[src/rtl/round_robin_fifo_dispatcher.sv]
// Round-robin dispatcher: one input stream spread over four independent lane FIFOs.
// Optional macro DISPATCH_SKIP_FULL_EN lets the input skip full lanes instead of stalling.
module round_robin_fifo_dispatcher #(
  parameter int DW    = 8,
  parameter int DEPTH = 8
) (
  input  logic          clk,
  input  logic          rst,
  input  logic [DW-1:0] din,
  input  logic          in_valid,
  output logic          in_ready,
  input  logic [3:0]    ren,
  output logic [DW-1:0] dout_a,
  output logic [DW-1:0] dout_b,
  output logic [DW-1:0] dout_c,
  output logic [DW-1:0] dout_d,
  output logic [3:0]    valid,
  output logic [3:0]    full,
  output logic [3:0]    empty
);

  localparam int AW = (DEPTH > 1) ? $clog2(DEPTH) : 1;
  localparam logic [AW:0] DEPTH_CNT = (AW+1)'(DEPTH);

  logic [DW-1:0] mem    [4][DEPTH];
  logic [AW-1:0] wptr   [4];
  logic [AW-1:0] rptr   [4];
  logic [AW:0]   cnt    [4];
  logic [DW-1:0] dout_r [4];

  logic [1:0] ptr;
  logic [1:0] target;
  logic       accept;
  logic [3:0] we;
  logic [3:0] rd;

  always_comb begin
    full  = '0;
    empty = '0;
    for (int unsigned i = 0; i < 4; i++) begin
      full[i]  = (cnt[i] == DEPTH_CNT);
      empty[i] = (cnt[i] == '0);
    end
  end

`ifdef DISPATCH_SKIP_FULL_EN
  logic       found;
  logic [1:0] idx;

  // First non-full lane in rotation order starting at ptr.
  always_comb begin
    target = ptr;
    found  = 1'b0;
    idx    = '0;
    for (int unsigned j = 0; j < 4; j++) begin
      idx = ptr + 2'(j);
      if (!found && !full[idx]) begin
        target = idx;
        found  = 1'b1;
      end
    end
    in_ready = ~&full;
  end
`else
  always_comb begin
    target   = ptr;
    in_ready = !full[ptr];
  end
`endif

  always_comb begin
    accept = in_valid && in_ready;
    we     = '0;
    rd     = '0;
    for (int unsigned i = 0; i < 4; i++) begin
      we[i] = accept && (target == 2'(i));
      rd[i] = ren[i] && !empty[i];
    end
  end

  always_ff @(posedge clk) begin
    if (rst) begin
      ptr   <= '0;
      valid <= '0;
      for (int unsigned i = 0; i < 4; i++) begin
        wptr[i]   <= '0;
        rptr[i]   <= '0;
        cnt[i]    <= '0;
        dout_r[i] <= '0;
      end
    end else begin
      if (accept)
        ptr <= target + 2'd1;
      valid <= rd;
      for (int unsigned i = 0; i < 4; i++) begin
        if (we[i])
          wptr[i] <= wptr[i] + 1'b1;
        if (rd[i])
          rptr[i] <= rptr[i] + 1'b1;
        // Pre-edge counts gate both sides, so a simultaneous read+write nets to zero.
        cnt[i]    <= cnt[i] + (AW+1)'(we[i]) - (AW+1)'(rd[i]);
        dout_r[i] <= rd[i] ? mem[i][rptr[i]] : '0;
      end
    end
  end

  always_ff @(posedge clk) begin
    if (!rst) begin
      for (int unsigned i = 0; i < 4; i++) begin
        if (we[i])
          mem[i][wptr[i]] <= din;
      end
    end
  end

  assign dout_a = dout_r[0];
  assign dout_b = dout_r[1];
  assign dout_c = dout_r[2];
  assign dout_d = dout_r[3];

endmodule

[config.mk]
export PLATFORM = sky130hd
export DESIGN_NAME = round_robin_fifo_dispatcher
export DESIGN_NICKNAME = d
export VERILOG_FILES = /design/src/rtl/round_robin_fifo_dispatcher.sv
export SDC_FILE = /design/constraint.sdc
export NUM_CORES = 1
export LEC_CHECK = 0
export BUFFER_PORTS_ARGS = -buffer_cell sky130_fd_sc_hd__buf_2
export CORE_MARGIN = 2
export CORE_UTILIZATION = 55
export CTS_CLUSTER_SIZE = 40
export DETAILED_ROUTE_END_ITERATION = 7
export GPL_TIMING_DRIVEN = 0
export PLACE_DENSITY = 0.87
export SKIP_LAST_GASP = 1
export SYNTH_ARGS = -nofsm -noshare
export SYNTH_HDL_FRONTEND = slang
export SYNTH_SLANG_ARGS = --single-unit
export TNS_END_PERCENT = 5
[constraint.sdc]
create_clock -name clk -period 3 [get_ports clk]
set_input_delay 0.15 -clock clk [delete_from_list [all_inputs] [get_ports clk]]
set_output_delay 0.15 -clock clk [all_outputs]
set_load 0.03 [all_outputs]
; Word-level counts from Yosys, hierarchy flattened
; Memory sizes are Yosys's and may differ from the RTL's.
; Index checks and enable logic that the tools add are counted.
; W data, S select, Z words.
[totals]
ff_bits = 6
latchBits = 0
ram_bits = 328
mem_bits_ro = 0
out_inout_bits = 45
elab_cells = 176
n_memories = 5
[op_classes]
addsub = 17
mul = 0
n_div = 0
magnitude_cmp = 13
n_eq_ne = 7
n_shift = 0
mux = 82
bitwise_logic = 24
n_reduce_logical = 26
[memory_table]
columns = name, depth, word_bits, read_ports, rd_clocked_by_memory_dff, wr, line_no
row1 = mem, 4, 64, 4, 0, 1, 25  ; logic [DW-1:0] mem [4][DEPTH];
row2 = dout_r, 4, 8, 4, 0, 4, 29  ; logic [DW-1:0] dout_r [4];
row3 = cnt, 4, 4, 4, 0, 4, 28  ; logic [AW:0] cnt [4];
row4 = rptr, 4, 3, 4, 0, 4, 27  ; logic [AW-1:0] rptr [4];
row5 = wptr, 4, 3, 4, 0, 4, 26  ; logic [AW-1:0] wptr [4];
[op_table]
columns = op, n
row1 = $mux W64, 10
row2 = $reduce_or A64 Y1, 3
row3 = $mux W8, 20
row4 = $bmux W8 S3, 4
row5 = $demux W8 S3, 4
row6 = $ge A4 B4 Y1 const B, 8
row7 = $not A3 Y4, 8
row8 = $mux W1, 28
row9 = $add A3 B1 Y3 const B, 8
row10 = $mux W3, 8
row11 = $add A4 B1 Y4, 4
row12 = $eq A4 B4 Y1 const B, 4
row13 = $logic_not A4 Y1, 4
row14 = $lt A4 B1 Y1 const B, 4
row15 = $mux W4, 4
row16 = $or A1 B1 Y1, 16
row17 = $sub A4 B1 Y4, 4
row18 = $logic_and A1 B1 Y1, 13
row19 = $mux W2, 3
row20 = $logic_not A1 Y1, 5
row21 = $eq A2 B2 Y1 const B, 2
row22 = $lt A2 B3 Y1 const B, 1
row23 = $add A2 B1 Y2 const B, 1
row24 = $bmux W1 S2, 1
row25 = other kinds (2), 2

; Depth between registers and ports, before layout
[logic_depth]
depth_word = 13
depth_mapped = 12
ltp_nobuf = 11

; Worst setup path before layout
; No wires, ideal clock.
[synth_timing]
path_type = reg-to-reg
startpoint = mem cnt[1][2] (netlist name)
endpoint = mem cnt[1][2] (netlist name)
setup_ns = 0.128
arrival_ns = 2.962
path_slack_ns = -0.090
stages_incl_launch_ff = 12
synth_period_minus_slack_ns = 3.090
path_cell_list = dfxtp_1 > inv_1 > ha_1 > nor3b_1 > a2111oi_2 > o21ai_2 > buf_6 > inv_1 > ha_1 > fa_1 > xnor2_1 > nor2_1
[synth_lines]
columns = element, line_no
row1 = "start, declared", 28

==> out/results.env <==
FINCLKSKEW_NS=0.01105
CLOCK-ROOT-BUFFER='sky130_fd_sc_hd__clkbuf_16'
SETUP.REG_TO_REG.WORST_SLACK_NS=0.09
CLK_TRANSITION_REPORTED_PATHS_NS=0.07
REQUIRED_NS=3.19
SW_FRAC_OF_TOTAL_PCT=29.67
DIE_X_UM=160.0
WORST_SKEW_PAIR.LATE_LATENCY_NS=0.56
FIRSTDRTPASSITERS=4
INITIAL_UTILIZATION_PCT=55.51
RUN_STATUS='finished, final reports clean'
WORSTSETUPSTARTPOINT='cnt[0][2]$_SDFF_PP0_'
ANTENNA_FOUND_INITIAL=0
POST-ROUTE-CELL-AREA_UM2=15320
FILLERS=1637
SWITCHING_POWER_mW=3.797
CRIT_TYPE='reg2reg'
HOLD_VIOL=0
GRTUSAGETOTAL_PCT=20.17
POST_CTS_HOLD_BUFFER_COUNT=0
SYNTHTOPCELLSBYCOUNT='280 x sky130_fd_sc_hd__edfxtp_1, 64 x sky130_fd_sc_hd__mux4_2, 63 x sky130_fd_sc_hd__nor2_1'
WORST_SLEW_PIN_SLEW_NS=0.9927
RR_ENDPOINT='mem[3][3]$_DFFE_PP_'
AREAGROWTHSYNTHTOFINISH_PCT=14.52
LEAKAGE_POWER_nW=5.298
CRIT_BUF_INV=2
INSTANCE_COUNT_OF_THE_MAPPED_NETLIST=745
SYNTHARSTFLOPSHARE_PCT=0
ROUTE.FINAL.WIRE_LENGTH_UM=25200
END_KIND='flop'
NETLIST_TOP_CELLS_AREA='sky130_fd_sc_hd__edfxtp_1 63%, sky130_fd_sc_hd__mux4_2 11%, sky130_fd_sc_hd__dfxtp_1 8.1%, sky130_fd_sc_hd__ha_1 3.4%, sky130_fd_sc_hd__mux2i_1 2.4%'
BOUNDARYPINS=60
PATH_DELAY_FAMILY='compound AO/OA/AOI/OAI gates'
GRT_PASS1_VIAS=7083
CTS_SETUP_BUFFERS=0
CP_MAX_FO=10
CTSLONGESTPATHBUFFERS=3
TIMING.CRITICAL_PATH.SLOWEST_STAGE_CELL='sky130_fd_sc_hd__a2111oi_4'
GRT_START_MAX_NET_PINS=33
DETAIL-ROUTE-ANTENNA-NETS=0
POST_SYNTH_INSTANCE_AREA_UM2=13380
ANTENNA_CELLS=0
AVGSYNTHCELLAREA_UM2=17.96
HTREEDEPTH=1
FINAL_LAYOUT_SIZE_SUFFIX_GT1_SHARE_PCT=27.76
ENDPOINT='mem[3][3]$_DFFE_PP_'
YOSYSTOPAREACELL='sky130_fd_sc_hd__edfxtp_1'
DETAIL_ROUTE.VIAS_PER_CELL=5.654
GRT_PASS1_WL_UM=39540
CLOCK_TREE_FROM_TRITONCTS='built'
DESIGN.DIE.AREA_UM2=25590
POST-SYNTH-TOP-AREA-FRACTION_PCT=62.83
GP_ROUTABILITY_CONGESTION=0.7811
NNETSFINAL=899
PORT_BUFFERS=59
FLOORPLAN.ROWS=57
DESIGN_POWER_TOTAL_mW=12.80
SETUP_VIOL_COUNT_FINAL=0
TOTALNEGATIVESETUPSLACK_NS=0
DIE_Y_UM=160.0
MAX-VDD-IR-DROP_mV=0.4153
SYNTH-MAIN-FF-CELL='sky130_fd_sc_hd__edfxtp_1'
DRC=0
CORE_AREA_UM2=24110
POSTSYNTHREGISTERBITS=334
FIRST_ITER_VIOLATIONS=739
SHARE_CLK_OF_TOTAL_POWER_PCT=30.4
CP_NUM_CELLS=7
MAXCAPVIOLCOUNT=0
SYNTH_EDF_COUNT=280
INTERNAL_mW=8.999
TIMING.HOLD.WORST.CLASS='in2reg'
POST-DP-HPWL_UM=15800
POWER-PER-CELL-AREA_nW_PER_UM2=835.0
CLKSINKCOUNT=334
SLEW_HEADROOM_PCT=33.82
PERIOD_UTILISATION_LAYOUT_PCT=96.84
WORSTSETUPSTARTPOINTTYPE='flop'
TIMING.FMAX_MHz=344.2
GRT_SETUP_UNREPAIRED='true'
SYNTH_SEQ_AREA_SHARE_PCT=70.91
R2R_CELLS=7
SHARE_COMB_OF_TOTAL_POWER_PCT=25.5
DETAIL_ROUTE.WL_PER_CELL_UM=21.14
ROUTE.VIAS.TOTAL=6739
REG2REG_FROM='cnt[0][2]$_SDFF_PP0_'
CTS_INSERTED_BUFFERS=31
POSTPLACECELLAREA_UM2=14190
YS_TYPES=37
YOSYS.CELL_COUNT.TOP_TYPE='sky130_fd_sc_hd__edfxtp_1'
GR-TOTAL-OVERFLOW=0
WORST_EP_ARRIVAL_TIME_NS=3.09
YS_WARN_COUNT=0
CRIT_PATH_CELL_TRACE='inv_1 > ha_1 > nor4b_2 > a2111oi_4 > o21ai_2 > buf_6 > nor3_2'
SYNTH_NETS=800
SLEW_VIOL_FINAL=0
CRITICAL_PATH.MAX_STAGE_DELAY_NS=0.65
FINALWORSTPATHREQUIREDPERIOD_NS=2.905
SEQUENTIALPOWERSHARE_PCT=44.2
-- worst min-delay path by stage --
stage	cells past startpoint	from	slack, ns	endpoint
final	1	din[7]	0.13	mem[0][39]$_DFFE_PP_
after global routing	1	din[7]	0.15	mem[0][39]$_DFFE_PP_
after CTS	1	din[7]	0.12	mem[0][39]$_DFFE_PP_
after detailed placement	2	ptr[1]$_SDFFE_PP0P_	0.54	ptr[1]$_SDFFE_PP0P_
after global placement	2	ptr[1]$_SDFFE_PP0P_	0.53	ptr[1]$_SDFFE_PP0P_
after floorplan	0	din[0]	0.25	mem[0][0]$_DFFE_PP_
-- state kept, by name, indices dropped and copies added, names as in the netlist --
register / count
mem: 256
dout_r: 32
cnt: 16
rptr: 12
wptr: 12
valid: 4
ptr: 2
-- cells by family (layout without fill, tap and decap cells) --
logic type	after synthesis	count (layout)	synth area share (%)
flops	334	334	70.91
simple gates	158	158	7.060
mux	96	96	13.17
buf+inv	79	202	2.515
fa+ha+maj	40	40	3.964
compound gates	22	22	1.337
xor+xnor	16	16	1.047
-- metal layers --
metal	up-vias	track usage [%]	wire length [um]
met5	-	0	0
met4	0	7.084	794
met3	47	2.753	1281
met2	226	33.83	12610
met1	3432	27.58	10510
li1	3034	-	-
-- layout by cell type, fill, tap and decap left out, types with 4 or more instances in the layout --
cell type	count
sky130_fd_sc_hd__a21bo_2	4
sky130_fd_sc_hd__or4_1	4
sky130_fd_sc_hd__nand2b_1	17
sky130_fd_sc_hd__buf_1	4
sky130_fd_sc_hd__or2b_1	4
sky130_fd_sc_hd__inv_1	45
sky130_fd_sc_hd__nor4_4	9
sky130_fd_sc_hd__ha_1	36
sky130_fd_sc_hd__nand2_1	7
sky130_fd_sc_hd__mux2i_1	32
sky130_fd_sc_hd__clkinvlp_4	4
sky130_fd_sc_hd__a21o_1	4
sky130_fd_sc_hd__mux4_2	64
sky130_fd_sc_hd__fa_1	4
sky130_fd_sc_hd__buf_6	4
sky130_fd_sc_hd__edfxtp_1	280
sky130_fd_sc_hd__clkbuf_16	31
sky130_fd_sc_hd__clkinv_2	5
sky130_fd_sc_hd__nor3b_2	5
sky130_fd_sc_hd__dfxtp_1	54
sky130_fd_sc_hd__buf_4	7
sky130_fd_sc_hd__nor3_1	8
sky130_fd_sc_hd__clkinv_1	7
sky130_fd_sc_hd__and2_1	8
sky130_fd_sc_hd__nor2b_1	6
sky130_fd_sc_hd__nor2_1	63
sky130_fd_sc_hd__nor3_2	12
sky130_fd_sc_hd__clkbuf_1	19
sky130_fd_sc_hd__or2_2	4
sky130_fd_sc_hd__a21oi_1	5
sky130_fd_sc_hd__buf_2	67
sky130_fd_sc_hd__xnor2_1	14
sky130_fd_sc_hd__nor4_2	7
-- power by group through the flow --
stage	Sequential, mW	Clock [mW]	Combinational (mW)
2_1_floorplan	5.87	0	2.22
3_3_place_gp	5.71	0	3.06
3_5_place_dp	5.74	0	3.21
4_1_cts	5.65	3.93	3.28
5_1_grt	5.69	4.11	3.58
6_report	5.65	3.88	3.26
-- through the flow --
step	utilization [%]	setup slack [ns]	hold WS, ns	std cells
after floorplan	-	0.03315	0.2489	745
after CTS	63.52	0.05806	0.1225	1192
final	63.57	0.09469	0.1284	1192
after global placement	58.44	-0.6768	0.5273	1128
after global routing	63.57	-0.09204	0.1490	1192
after detailed placement	58.87	-0.5579	0.5401	1135
-- layout make-up --
| type | instances | area (um^2) | share of cell area, % |
|---|---|---|---|
| Buffer | 34 | 167.7 | 1.094 |
| Clock buffer | 35 | 820.8 | 5.356 |
| Clock inverter | 22 | 197.7 | 1.290 |
| Inverter | 45 | 168.9 | 1.102 |
| Multi-Input combinational cell | 332 | 3727 | 24.32 |
| Sequential cell | 334 | 9489 | 61.92 |
| Tap cell | 324 | 405.4 | 2.645 |
| Timing Repair Buffer | 66 | 347.8 | 2.270 |
-- worst reg2reg max path: stages, from the launching register on --
cell                        delay, ns
sky130_fd_sc_hd__dfxtp_1         0.32
sky130_fd_sc_hd__inv_1           0.07
sky130_fd_sc_hd__ha_1            0.21
sky130_fd_sc_hd__nor4b_2         0.18
sky130_fd_sc_hd__a2111oi_4       0.65
sky130_fd_sc_hd__o21ai_2         0.24
sky130_fd_sc_hd__buf_6           0.21
sky130_fd_sc_hd__nor3_2          0.66
-- what timing repair did --
action	CTS	global route
setup endpoints to repair	210	137
resized for setup	16	2
pin swaps	0	2
Note: power is estimated with default switching activity, not from simulation.
